**src/rtl/hex_display_scan_ctrl_if.sv**
```systemverilog
// Host/display bundle for hex_display_scan_ctrl: value load side plus the
// multiplexed cathode/anode drive and status outputs.
interface hex_display_scan_ctrl_if #(
    parameter int NUM_DIGITS = 4
);
    logic                      load;
    logic [4*NUM_DIGITS-1:0]   value_in;
    logic [NUM_DIGITS-1:0]     dp_in;
    logic [NUM_DIGITS-1:0]     digit_en;
    logic [6:0]                seg_n;
    logic                      dp_n;
    logic [NUM_DIGITS-1:0]     an_n;
    logic                      frame_done;
    logic                      pending;

    modport master (
        output load, value_in, dp_in, digit_en,
        input  seg_n, dp_n, an_n, frame_done, pending
    );

    modport slave (
        input  load, value_in, dp_in, digit_en,
        output seg_n, dp_n, an_n, frame_done, pending
    );
endinterface

```
**src/rtl/hex_display_scan_ctrl.sv**
```systemverilog
// Time-multiplexed N-digit hex 7-segment driver with frame-aligned double buffering.
// Optional macro LEADING_ZERO_BLANK_EN suppresses leading zero digits.
module hex_display_scan_ctrl #(
    parameter int NUM_DIGITS   = 4,
    parameter int REFRESH_DIV  = 50000,
    parameter int BLANK_CYCLES = 16
) (
    input  logic                  clk,
    input  logic                  rst_n,
    hex_display_scan_ctrl_if.slave disp
);

    localparam int IDX_W = (NUM_DIGITS > 1) ? $clog2(NUM_DIGITS) : 1;
    localparam int PRE_W = $clog2(REFRESH_DIV);
    localparam logic [IDX_W-1:0] LAST_IDX   = IDX_W'(NUM_DIGITS - 1);
    localparam logic [PRE_W-1:0] PRE_LAST   = PRE_W'(REFRESH_DIV - 1);
    localparam logic [PRE_W-1:0] PRE_PENULT = PRE_W'(REFRESH_DIV - 2);

    function automatic logic [6:0] seg_decode(input logic [3:0] nib);
        logic [6:0] seg;
        case (nib)
            4'h0:    seg = 7'b0000001;
            4'h1:    seg = 7'b1001111;
            4'h2:    seg = 7'b0010010;
            4'h3:    seg = 7'b0000110;
            4'h4:    seg = 7'b1001100;
            4'h5:    seg = 7'b0100100;
            4'h6:    seg = 7'b0100000;
            4'h7:    seg = 7'b0001111;
            4'h8:    seg = 7'b0000000;
            4'h9:    seg = 7'b0001100;
            4'hA:    seg = 7'b0001000;
            4'hB:    seg = 7'b1100000;
            4'hC:    seg = 7'b0110001;
            4'hD:    seg = 7'b1000010;
            4'hE:    seg = 7'b0110000;
            4'hF:    seg = 7'b0111000;
            default: seg = 7'b1111111;
        endcase
        return seg;
    endfunction

    logic [PRE_W-1:0]               presc_r;
    logic [IDX_W-1:0]               idx_r;
    logic [NUM_DIGITS-1:0][3:0]     shd_val_r;
    logic [NUM_DIGITS-1:0][3:0]     act_val_r;
    logic [NUM_DIGITS-1:0]          shd_dp_r;
    logic [NUM_DIGITS-1:0]          shd_en_r;
    logic [NUM_DIGITS-1:0]          act_dp_r;
    logic [NUM_DIGITS-1:0]          act_en_r;
    logic                           pending_r;
    logic [6:0]                     seg_n_r;
    logic                           dp_n_r;
    logic [NUM_DIGITS-1:0]          an_n_r;
    logic                           frame_done_r;

    logic                           tick_s;
    logic                           boundary_s;
    logic                           pre_boundary_s;
    logic                           guard_s;
    logic                           suppress_s;
    logic [NUM_DIGITS-1:0]          an_n_s;

    assign tick_s         = (presc_r == PRE_LAST);
    assign boundary_s     = tick_s && (idx_r == LAST_IDX);
    // frame_done is registered one cycle early so it coincides with the boundary cycle
    assign pre_boundary_s = (presc_r == PRE_PENULT) && (idx_r == LAST_IDX);

    generate
        if (BLANK_CYCLES == 0) begin : g_no_guard
            assign guard_s = 1'b0;
        end else begin : g_guard
            assign guard_s = (presc_r < PRE_W'(BLANK_CYCLES));
        end
    endgenerate

`ifdef LEADING_ZERO_BLANK_EN
    logic [NUM_DIGITS:0] upper_zero_s;

    // Digit d is a leading zero when it and every more significant nibble are zero
    always_comb begin
        upper_zero_s             = '0;
        upper_zero_s[NUM_DIGITS] = 1'b1;
        for (int d = NUM_DIGITS - 1; d >= 0; d--) begin
            upper_zero_s[d] = upper_zero_s[d+1] && (act_val_r[d] == 4'h0);
        end
        suppress_s = (idx_r != '0) && upper_zero_s[idx_r] && !act_dp_r[idx_r];
    end
`else
    assign suppress_s = 1'b0;
`endif

    // Anode select for the current slot
    always_comb begin
        an_n_s = '1;
        if (act_en_r[idx_r] && !guard_s && !suppress_s) begin
            an_n_s[idx_r] = 1'b0;
        end else begin
            an_n_s = '1;
        end
    end

    // Prescaler, digit index, shadow/active buffers and frame strobe
    always_ff @(posedge clk or negedge rst_n) begin
        if (!rst_n) begin
            presc_r      <= '0;
            idx_r        <= '0;
            shd_val_r    <= '0;
            shd_dp_r     <= '0;
            shd_en_r     <= '0;
            act_val_r    <= '0;
            act_dp_r     <= '0;
            act_en_r     <= '0;
            pending_r    <= 1'b0;
            frame_done_r <= 1'b0;
        end else begin
            if (tick_s) begin
                presc_r <= '0;
                idx_r   <= (idx_r == LAST_IDX) ? '0 : idx_r + IDX_W'(1);
            end else begin
                presc_r <= presc_r + PRE_W'(1);
            end

            // A load on the commit cycle still hands the old shadow to active
            if (boundary_s && pending_r) begin
                act_val_r <= shd_val_r;
                act_dp_r  <= shd_dp_r;
                act_en_r  <= shd_en_r;
            end

            if (disp.load) begin
                shd_val_r <= disp.value_in;
                shd_dp_r  <= disp.dp_in;
                shd_en_r  <= disp.digit_en;
                pending_r <= 1'b1;
            end else if (boundary_s) begin
                pending_r <= 1'b0;
            end

            frame_done_r <= pre_boundary_s;
        end
    end

    // Registered cathode/anode drive, one cycle behind the scan state
    always_ff @(posedge clk or negedge rst_n) begin
        if (!rst_n) begin
            seg_n_r <= 7'b1111111;
            dp_n_r  <= 1'b1;
            an_n_r  <= '1;
        end else begin
            seg_n_r <= seg_decode(act_val_r[idx_r]);
            dp_n_r  <= ~act_dp_r[idx_r];
            an_n_r  <= an_n_s;
        end
    end

    assign disp.seg_n      = seg_n_r;
    assign disp.dp_n       = dp_n_r;
    assign disp.an_n       = an_n_r;
    assign disp.frame_done = frame_done_r;
    assign disp.pending    = pending_r;

endmodule

```
**src/flat_wrapper.sv**
```systemverilog
// flat-port wrapper written by rule: the top's interface ports become plain ports
module hex_display_scan_ctrl_flat 
#(
    parameter int NUM_DIGITS   = 4,
    parameter int REFRESH_DIV  = 50000,
    parameter int BLANK_CYCLES = 16
)
  (clk, rst_n, disp_load, disp_value_in, disp_dp_in, disp_digit_en, disp_seg_n, disp_dp_n, disp_an_n, disp_frame_done, disp_pending);
  hex_display_scan_ctrl_if #(.NUM_DIGITS(NUM_DIGITS)) disp_i ();
  input  logic clk;
  input  logic rst_n;
  input wire logic [$bits(disp_i.load)-1:0] disp_load;
  input wire logic [$bits(disp_i.value_in)-1:0] disp_value_in;
  input wire logic [$bits(disp_i.dp_in)-1:0] disp_dp_in;
  input wire logic [$bits(disp_i.digit_en)-1:0] disp_digit_en;
  output wire logic [$bits(disp_i.seg_n)-1:0] disp_seg_n;
  output wire logic [$bits(disp_i.dp_n)-1:0] disp_dp_n;
  output wire logic [$bits(disp_i.an_n)-1:0] disp_an_n;
  output wire logic [$bits(disp_i.frame_done)-1:0] disp_frame_done;
  output wire logic [$bits(disp_i.pending)-1:0] disp_pending;
  assign disp_i.load = disp_load;
  assign disp_i.value_in = disp_value_in;
  assign disp_i.dp_in = disp_dp_in;
  assign disp_i.digit_en = disp_digit_en;
  assign disp_seg_n = disp_i.seg_n;
  assign disp_dp_n = disp_i.dp_n;
  assign disp_an_n = disp_i.an_n;
  assign disp_frame_done = disp_i.frame_done;
  assign disp_pending = disp_i.pending;
  hex_display_scan_ctrl #(.NUM_DIGITS(NUM_DIGITS), .REFRESH_DIV(REFRESH_DIV), .BLANK_CYCLES(BLANK_CYCLES)) u_core (.clk(clk), .rst_n(rst_n), .disp(disp_i));
endmodule
```
**config.mk**
```make
export PLATFORM = sky130hd
export DESIGN_NAME = hex_display_scan_ctrl_flat
export DESIGN_NICKNAME = d
export VERILOG_FILES = /design/src/rtl/hex_display_scan_ctrl_if.sv /design/src/rtl/hex_display_scan_ctrl.sv /design/src/flat_wrapper.sv
export SDC_FILE = /design/constraint.sdc
export NUM_CORES = 1
export LEC_CHECK = 0
export ABC_AREA = 1
export CAP_MARGIN = 20
export CORE_MARGIN = 4
export CORE_UTILIZATION = 45
export CTS_CLUSTER_SIZE = 14
export DETAILED_ROUTE_END_ITERATION = 8
export PLACE_DENSITY = 0.73
export SLEW_MARGIN = 40
export SYNTH_ARGS = -nofsm -noshare
export SYNTH_HDL_FRONTEND = slang
export SYNTH_SLANG_ARGS = --single-unit
export TNS_END_PERCENT = 50
```
**constraint.sdc**
```tcl
create_clock -name clk -period 2.12 [get_ports clk]
set_input_delay 0.424 -clock clk [delete_from_list [all_inputs] [get_ports clk]]
set_output_delay 0.424 -clock clk [all_outputs]
set_load 0.03 [all_outputs]
```
==> out/qor.yml, run 1 <==
logic_synthesis:
  ys.flop_type: "dfrtp_1"
  synth_top_area_cell: "dfrtp_1"
  syn_area_um2: 3890
  netlist_top_cells_count: "nand2_1, dfrtp_1, nand4_1"
  ys_types: 29
  avgSynthCellArea_um2: 8.50
  ys_ff_latch: 80
  async_flop_share: 1.00
  ys_warn_count: 0
  synth.top_cell.area_share: 0.438
  synth-seq-area-share: 0.519
  synth_edf_count: 0
  synth.most_common_cell: "nand2_1"
  syn_inst: 457
  syn-num-nets: 496
  synth.area.top_cells: "dfrtp_1, nand2_1, dfstp_2, nand4_1, ha_1"
pwr:
  power.internal_uw: 2330
  clockPowerShare: 0.422
  pwr-share-seq: 0.533
  p_leak_uw: 0.00228
  switchingPower_uw: 650
  p_comb_frac: 0.045
  power.total_uw: 2980
  sw_frac_of_total: 0.218
  power_density_nw_per_um2: 655
  ir_drop_mv: 0.558
sta:
  period_share: 0.930
  fin_skew_ns: 0.0134
  hold_violations: 0
  setup_ws_ns: 0.148
  relSlewSlack: 0.637
  grt_setup_unrepaired: "no"
  timing.fmax_mhz: 507
  tightest_slew_ns: 0.545
  drv_slew: 0
  tns_ns: 0
  final-setup-viol-count: 0
  finalCriticalPeriod_ns: 1.97
finish:
  multi_input_area_um2: 1600
  fin_area_um2: 4550
  area_growth_pct: 17.1
  nets: 535
  seq_area_um2: 2020
  antenna_cells: 0
  fillers: 767
  fin_cells: 606
  drive_above_1_share: 0.112
grt:
  grt_max_degree: 42
  grt.total_usage: 0.163
  first_global_vias: 2861
  grt_pass1_wl_um: 13300
  antenna_found_initial: 0
  overflow: 0
placed_design:
  portBuffers: 40
  place_area_um2: 4330
  routabilityCongestion: 0.883
  dp_cells: 590
  hpwl_um: 5460
  place_ws_ns: 0.378
clock_tree:
  cts_hold_buf: 0
  post-cts-setup-buffer-count: 0
  clockBufferDepth: 2
  clock-sinks: 80
  clk_pin_slew_ns: 0.08
  cts_resized: 0
  clock_latency_ns: 0.36
  numCtsBuffers: 9
  root_buffer: "clkbuf_8"
  htreeDepth: 3
  cts_tree: "done"
status:
  status: "complete, no violations"
detailed_routing:
  wl_per_cell_um: 12.5
  first_iter_violations: 170
  viasPerCell: 4.98
  drc_errors: 0
  dr.pass1.iters: 6
  vias: 3018
  drt_wl_total_um: 7590
  ant_nets: 0
critical_path:
  r2r_slack_ns: 0.36
  cp-start-kind: "flip-flop"
  reg2reg_from: "u_core.idx_r[1]"
  arrival_ns: 1.55
  crit_type: "reg -> out"
  path_max_fanout: 1
  cp.required_ns: 1.70
  crit_buf_inv: 1
  crit_path_end_kind: "primary output"
  crit_chain: "clkdlybuf4s50_1"
  crit_family: "buffers and inverters"
  rr_worst_depth: 8
  crit_slowest_cell: "clkdlybuf4s50_1"
  max_stage_delay_ns: 0.66
  r2r_end: "u_core.disp.seg_n[4]"
die:
  fp.dieH_um: 101
  num_rows: 33
  fp.dieW_um: 101
  core_um2: 8300
  initial_core_util: 0.468
  pin_count: 41
  dieArea_um2: 10200
flow_run:
  maxCapViolations: 0
hold_path:
  hp-class: "in -> async"
## layout by cell type, fill, tap and decap left out
cell / n
clkbuf_8: 10
xnor2_1: 1
nor3_1: 2
nor2_4: 3
o21ai_0: 9
clkdlybuf4s50_1: 39
bufinv_16: 2
ha_1: 12
nand3_1: 27
inv_1: 23
dfrtp_1: 68
nand4_4: 1
nand2_1: 187
a32o_1: 1
buf_12: 1
dfstp_2: 12
a21oi_1: 6
nor2_1: 25
clkbuf_1: 2
xor2_1: 6
nand2_2: 2
inv_2: 8
nor2_2: 4
clkinv_1: 1
clkinv_4: 2
nand3b_1: 1
nand4_1: 30
o22ai_1: 1
o21ai_1: 4
buf_4: 7
o21ai_4: 1
nand3_2: 3
## layout make-up
cell class	instances	area share
sequential	80	0.443
tap	105	0.0289
inverter	32	0.0264
clock buffer	12	0.0319
timing repair buffer	47	0.102
clock inverter	4	0.0170
multi-input combinational	326	0.351
## state kept, by name, summed over array words and instances, names as in the netlist
register                count
u_core.act_val_r           16
u_core.presc_r             16
u_core.shd_val_r           16
u_core.disp.seg_n           7
u_core.act_dp_r             4
u_core.act_en_r             4
u_core.disp.an_n            4
u_core.shd_dp_r             4
u_core.shd_en_r             4
u_core.idx_r                2
u_core.disp.dp_n            1
u_core.disp.frame_done      1
u_core.disp.pending         1
## routing by layer
metal	global-route usage	wire, um
met1	0.218	3610
met4	0.0491	97
met5	0	0
met3	0.0450	410
met2	0.260	3480
## stage by stage
| stage | utilization | hold slack [ns] |
|---|---|---|
| 2_1_floorplan | - | 0.128 |
| 5_1_grt | 0.548 | 0.0702 |
| 4_1_cts | 0.548 | 0.0550 |
| 3_5_place_dp | 0.522 | 0.446 |
| 6_report | 0.548 | 0.0354 |
| 3_3_place_gp | 0.522 | 0.441 |
## power by group through the flow
stage | logic (uW) | clock network (uW) | registers [uW]
3_3_place_gp | 135 | 0 | 1620
2_1_floorplan | 46.8 | 0 | 1610
5_1_grt | 155 | 1340 | 1590
4_1_cts | 140 | 1280 | 1590
6_report | 135 | 1260 | 1590
3_5_place_dp | 140 | 0 | 1620
## logic make-up (layout without fill, tap and decap cells)
logic type	after synthesis	after routing	share of synthesized area
xor+xnor	7	7	0.0158
flops	80	80	0.519
buf+inv	51	95	0.0699
compound gates	22	22	0.0328
fa+ha+maj	12	12	0.0386
simple gates	285	285	0.324
## how the worst max path moves through the flow
stage	from	to	slack, ns	cells past startpoint
after floorplan	u_core.idx_r[0]	u_core.disp.seg_n[4]	0.54	10
after global placement	u_core.idx_r[1]	u_core.disp.seg_n[4]	0.41	8
after detailed placement	u_core.idx_r[1]	u_core.disp.seg_n[4]	0.38	8
after CTS	u_core.disp.an_n[0]	disp_an_n[0]	0.13	1
after global routing	u_core.disp.seg_n[2]	disp_seg_n[2]	0.11	1
final	u_core.disp.an_n[0]	disp_an_n[0]	0.15	1
No activity file was read; power rests on OpenSTA's default activity.
==> inputs of run 2 (changes only) <==
==> constraint.sdc (replaced) <==
create_clock -name clk -period 1.96 [get_ports clk]
set_input_delay 0.392 -clock clk [delete_from_list [all_inputs] [get_ports clk]]
set_output_delay 0.392 -clock clk [all_outputs]
set_load 0.03 [all_outputs]
==> run 2 against run 1 <==
  * Design area fell by 0.28%
  * Largest cell class unchanged
  * Critical path type unchanged
  * Hold slack improved by 0.011 ns
  * Final cell count rose by 0.17%
  * Global-route usage fell by 0.67 points
==> out/qor.yml, run 2 (synthesis results as in run 1) <==
grt:
  grt.total_usage: 0.157  # was 0.163
  antenna_found_initial: 0  # unchanged
  met2_usage: 0.248  # was 0.260
  met1_usage: 0.210  # was 0.218
  first_global_vias: 2896  # was 2861
  overflow: 0  # unchanged
  met3_usage: 0.0436  # was 0.0450
  top_usage_layer: "met2"  # unchanged
  grt_pass1_wl_um: 13000  # was 13300 um
  grt_max_degree: 49  # was 42
die:
  core_um2: 8300  # unchanged
  fp.dieW_um: 101  # unchanged
  fp.dieH_um: 101  # unchanged
  pin_count: 41  # unchanged
  initial_core_util: 0.468  # unchanged
  num_rows: 33  # unchanged
  dieArea_um2: 10200  # unchanged
sta:
  grt_setup_unrepaired: "no"  # unchanged
  fin_skew_ns: 0.00707  # was 0.0134 ns
  drv_slew: 0  # unchanged
  final-setup-viol-count: 0  # unchanged
  tns_ns: 0  # unchanged
  finalCriticalPeriod_ns: 1.92
  relSlewSlack: 0.598  # was 0.637
  tightest_slew_ns: 0.603  # was 0.545 ns
  period_share: 0.978
  timing.fmax_mhz: 522
  hold_violations: 0  # unchanged
detailed_routing:
  wl_per_cell_um: 12.3  # was 12.5 um
  vias: 2978  # was 3018
  viasPerCell: 4.91  # was 4.98
  ant_nets: 0  # unchanged
  first_iter_violations: 158  # was 170
  drc_errors: 0  # unchanged
  dr.pass1.iters: 4  # was 6
  drt_wl_total_um: 7480  # was 7590 um
critical_path:
  cp.required_ns: 1.57  # was 1.70 ns
  crit_buf_inv: 1  # unchanged
  crit_slowest_cell: "clkdlybuf4s50_1"  # unchanged
  arrival_ns: 1.52  # was 1.55 ns
  crit_chain: "clkdlybuf4s50_1"  # unchanged
  path_max_fanout: 1  # unchanged
  r2r_slack_ns: 0.23  # was 0.36 ns
  crit_family: "buffers and inverters"  # unchanged
  max_stage_delay_ns: 0.66  # about the same
  crit_path_end_kind: "primary output"  # unchanged
  cp-start-kind: "flip-flop"  # unchanged
  crit_type: "reg -> out"  # unchanged
clock_tree:
  numCtsBuffers: 9  # unchanged
  clk_pin_slew_ns: 0.08  # about the same
  cts_tree: "done"  # unchanged
  clock_latency_ns: 0.35  # was 0.36 ns
  cts_hold_buf: 0  # unchanged
  root_buffer: "clkbuf_8"  # unchanged
  htreeDepth: 3  # unchanged
  clockBufferDepth: 2  # unchanged
  clock-sinks: 80  # unchanged
pwr:
  switchingPower_uw: 710  # was 650 uW
  sw_frac_of_total: 0.231  # was 0.218
  ir_drop_mv: 0.341  # was 0.558 mV
  clockPowerShare: 0.393  # was 0.422
  power_density_nw_per_um2: 676  # was 655 nW/um2
  p_leak_uw: 0.00231  # was 0.00228 uW
  p_comb_frac: 0.047  # was 0.045
  power.internal_uw: 2360  # was 2330 uW
  pwr-share-seq: 0.560  # was 0.533
finish:
  antenna_cells: 0  # unchanged
  nets: 536  # was 535
  drive_above_1_share: 0.118  # was 0.112
  fin_cells: 607  # was 606
  fin_util: 0.547  # was 0.548
  final_cell_mix: "nand2_1, dfrtp_1, clkdlybuf4s50_1"  # unchanged
  area_growth_pct: 16.8  # was 17.1%
  reg_top3: "u_core.act_val_r (16), u_core.presc_r (16), u_core.shd_val_r (16)"  # unchanged
  final_common_cell: "nand2_1"  # unchanged
flow_run:
  maxCapViolations: 0  # unchanged
hold_path:
  hp-class: "in -> async"  # unchanged
placed_design:
  dp_cells: 591  # was 590
  hpwl_um: 5470  # was 5460 um
  portBuffers: 40  # unchanged
  routabilityCongestion: 0.907  # was 0.883
status:
  status: "complete, no violations"  # unchanged
-- run 2: timing repair --
action                     CTS  global route
buffers inserted             0             0
setup endpoints to repair    0             4
gates resized for setup      0             4
-- run 2: layout make-up --
class,instances,area [um2]
Tap cell,105,131
Clock inverter,6,67.6
Fill cell,763,3760
Inverter,32,120
Sequential cell,80,2020
Multi-Input combinational cell,326,1600
Timing Repair Buffer,48,478
Clock buffer,10,128
-- run 2: path summary, 6_finish.rpt --
path / start / endpoint / cells past startpoint
setup / recovery: u_core.disp.an_n[0] / disp_an_n[0] / 1
hold / removal: rst_n / u_core.presc_r[2] / 1
setup reg to reg: u_core.idx_r[0] / u_core.disp.seg_n[3] / 10
hold reg to reg: u_core.shd_dp_r[1] / u_core.shd_dp_r[1] / 2
max in group asynchronous: rst_n / u_core.act_val_r[8] / 2
min in group clk: u_core.shd_dp_r[1] / u_core.shd_dp_r[1] / 2
-- run 2: power groups by stage --
| stage | combinational (uW) | sequential [uW] | clock (uW) |
|---|---|---|---|
| after floorplan | 50.6 | 1740 | 0 |
| after global placement | 146 | 1750 | 0 |
| after detailed placement | 150 | 1750 | 0 |
| after CTS | 150 | 1720 | 1240 |
| after global routing | 167 | 1720 | 1320 |
| final | 145 | 1720 | 1210 |
-- run 2: worst register-to-register path: stages, from the launching register on --
cell and delay (ns):
dfrtp_1 0.46, inv_2 0.22, nand2_1 0.08, nand3_1 0.07, nand2_1 0.15, inv_1 0.14
ha_1 0.20, nand2_1 0.10, o21ai_1 0.11, nand2_1 0.07, nand2_1 0.08
-- run 2: through the flow --
step	instance area [um2]	total power (uW)	hold WS (ns)	worst slack, ns
after floorplan	3890	1790	0.0964	0.382
after global placement	4330	1890	0.449	0.346
after detailed placement	4330	1900	0.450	0.251
after CTS	4530	3110	0.0673	0.0108
after global routing	4540	3220	0.0897	0.000660
final	4540	3070	0.0461	0.0439
-- run 2: routing by layer --
metal / routed length (um) / share of wire
met1: 3510 / 0.47
met2: 3440 / 0.46
met3: 415 / 0.055
met4: 115 / 0.015
met5: 0 / 0
==> inputs of run 3 (changes only) <==
--- a/config.mk
+++ b/config.mk
@@ -9,6 +9,7 @@
 export CAP_MARGIN = 20
 export CORE_MARGIN = 4
 export CORE_UTILIZATION = 45
+export CTS_BUF_LIST = sky130_fd_sc_hd__clkbuf_2 sky130_fd_sc_hd__clkbuf_4 sky130_fd_sc_hd__clkbuf_8
 export CTS_CLUSTER_SIZE = 14
 export DETAILED_ROUTE_END_ITERATION = 8
 export PLACE_DENSITY = 0.73
@@ -16,4 +17,4 @@
 export SYNTH_ARGS = -nofsm -noshare
 export SYNTH_HDL_FRONTEND = slang
 export SYNTH_SLANG_ARGS = --single-unit
-export TNS_END_PERCENT = 50
+export TNS_END_PERCENT = 30
==> run 3 against run 2 <==
  * Largest cell class unchanged
  * Clock skew about the same
  * Critical path type unchanged
  * Largest power group unchanged
  * Sequential share of layout area about the same
  * Design area is essentially flat
==> out/qor.yml, run 3 (synthesis results as in run 1) <==
die:
  pin_count: 41  # unchanged
  fp.dieH_um: 101  # unchanged
  num_rows: 33  # unchanged
  core_um2: 8300  # unchanged
  initial_core_util: 0.468  # unchanged
  dieArea_um2: 10200  # unchanged
  fp.dieW_um: 101  # unchanged
detailed_routing:
  dr.pass1.iters: 4  # unchanged
  first_iter_violations: 158  # unchanged
  wl_per_cell_um: 12.3  # about the same
  vias: 2978  # unchanged
  ant_nets: 0  # unchanged
  drt_wl_total_um: 7480  # about the same
  viasPerCell: 4.91  # unchanged
  drc_errors: 0  # unchanged
clock_tree:
  cts_tree: "done"  # unchanged
  root_buffer: "clkbuf_8"  # unchanged
  numCtsBuffers: 9  # unchanged
  clock-sinks: 80  # unchanged
  clockBufferDepth: 2  # unchanged
  clk_pin_slew_ns: 0.08  # about the same
  htreeDepth: 3  # unchanged
  cts_hold_buf: 0  # unchanged
  clock_latency_ns: 0.35  # about the same
sta:
  finalCriticalPeriod_ns: 1.92  # about the same
  final-setup-viol-count: 0  # unchanged
  hold_violations: 0  # unchanged
  tns_ns: 0  # unchanged
  relSlewSlack: 0.598  # about the same
  grt_setup_unrepaired: "no"  # unchanged
  drv_slew: 0  # unchanged
  timing.fmax_mhz: 522  # about the same
  fin_skew_ns: 0.00707  # about the same
  period_share: 0.978  # about the same
  tightest_slew_ns: 0.603  # about the same
flow_run:
  maxCapViolations: 0  # unchanged
finish:
  area_growth_pct: 16.9  # was 16.8%
  nets: 536  # unchanged
  fillers: 761  # was 763
  final_common_cell: "nand2_1"  # unchanged
  antenna_cells: 0  # unchanged
  drive_above_1_share: 0.120  # was 0.118
  reg_top3: "u_core.act_val_r (16), u_core.presc_r (16), u_core.shd_val_r (16)"  # unchanged
  final_cell_mix: "nand2_1, dfrtp_1, clkdlybuf4s50_1"  # unchanged
pwr:
  pwr-share-seq: 0.557  # was 0.560
  power.total_uw: 3080  # was 3070 uW
  power_density_nw_per_um2: 679  # was 676 nW/um2
  ir_drop_mv: 0.341  # about the same
  p_comb_frac: 0.047  # about the same
  power.internal_uw: 2370  # was 2360 uW
  sw_frac_of_total: 0.230  # was 0.231
  p_leak_uw: 0.00231  # about the same
  switchingPower_uw: 711  # was 710 uW
  clockPowerShare: 0.396  # was 0.393
hold_path:
  hp-class: "in -> async"  # unchanged
grt:
  grt_pass1_wl_um: 13000  # unchanged
  antenna_found_initial: 0  # unchanged
  overflow: 0  # unchanged
  grt.total_usage: 0.157  # unchanged
  first_global_vias: 2896  # unchanged
  grt_max_degree: 49  # unchanged
critical_path:
  cp.required_ns: 1.57  # about the same
  crit_type: "reg -> out"  # unchanged
  max_stage_delay_ns: 0.66  # about the same
  path_max_fanout: 1  # unchanged
  crit_chain: "clkdlybuf4s50_1"  # unchanged
  crit_path_end_kind: "primary output"  # unchanged
  cp-start-kind: "flip-flop"  # unchanged
  crit_family: "buffers and inverters"  # unchanged
  crit_slowest_cell: "clkdlybuf4s50_1"  # unchanged
  crit_buf_inv: 1  # unchanged
  arrival_ns: 1.52  # about the same
placed_design:
  portBuffers: 40  # unchanged
  routabilityCongestion: 0.907  # unchanged
  hpwl_um: 5470  # unchanged
status:
  status: "complete, no violations"  # unchanged
-- run 3: changes by cell type in the layout (fill, tap and decap cells not counted) --
| cell | previous run | this run |
|---|---|---|
| clkbuf_1 | 1 | 0 |
| clkbuf_4 | 0 | 1 |
-- run 3: layout make-up --
class / count / area, um2 / area share
Sequential cell: 80 / 2020 / 0.444
Multi-Input combinational cell: 326 / 1600 / 0.352
Timing Repair Buffer: 48 / 478 / 0.105
Clock buffer: 10 / 131 / 0.0289
Tap cell: 105 / 131 / 0.0289
Inverter: 32 / 120 / 0.0264
Clock inverter: 6 / 67.6 / 0.0149
-- run 3: repair_timing --
item                                    in CTS  in global routing
endpoints found under the setup margin       0                  4
gates resized for setup                      0                  4
setup buffers                                0                  0
-- run 3: worst reg2reg max path, cell delays in order, from the launching register on --
cell     delay, ns
dfrtp_1       0.46
inv_2         0.22
nand2_1       0.08
nand3_1       0.07
nand2_1       0.15
inv_1         0.14
ha_1          0.20
nand2_1       0.10
o21ai_1       0.11
nand2_1       0.07
nand2_1       0.08
-- run 3: final timing paths --
path / from / to / slack (ns) / depth (start not counted)
max: u_core.disp.an_n[0] / disp_an_n[0] / 0.04 / 1
min: rst_n / u_core.presc_r[2] / 0.05 / 1
max reg2reg: u_core.idx_r[0] / u_core.disp.seg_n[3] / 0.23 / 10
min reg2reg: u_core.shd_en_r[0] / u_core.shd_en_r[0] / 0.47 / 2
max in group asynchronous: rst_n / u_core.act_val_r[8] / 1.36 / 2
min in group clk: u_core.shd_en_r[0] / u_core.shd_en_r[0] / 0.47 / 2
-- run 3: through the flow --
| step | hold WS, ns | utilization | setup WS, ns | area, um2 | std cells |
|---|---|---|---|---|---|
| 2_1_floorplan | 0.0964 | - | 0.382 | 3890 | 457 |
| 6_report | 0.0460 | 0.547 | 0.0439 | 4540 | 607 |
| 5_1_grt | 0.0897 | 0.547 | 0.000660 | 4540 | 607 |
| 3_3_place_gp | 0.449 | 0.522 | 0.346 | 4330 | 591 |
| 4_1_cts | 0.0673 | 0.546 | 0.0108 | 4530 | 607 |
| 3_5_place_dp | 0.450 | 0.522 | 0.251 | 4330 | 591 |
-- run 3: power groups by stage --
stage | registers, uW | clock network, uW | logic (uW)
2_1_floorplan | 1740 | 0 | 50.6
3_3_place_gp | 1750 | 0 | 146
3_5_place_dp | 1750 | 0 | 150
4_1_cts | 1720 | 1260 | 150
5_1_grt | 1720 | 1340 | 167
6_report | 1720 | 1220 | 145
-- run 3: layer usage --
metal / routed length [um] / part of all wire / global-route usage
met1: 3510 / 0.47 / 0.210
met2: 3450 / 0.46 / 0.248
met3: 415 / 0.055 / 0.0436
met4: 115 / 0.015 / 0.0481
met5: 0 / 0 / 0
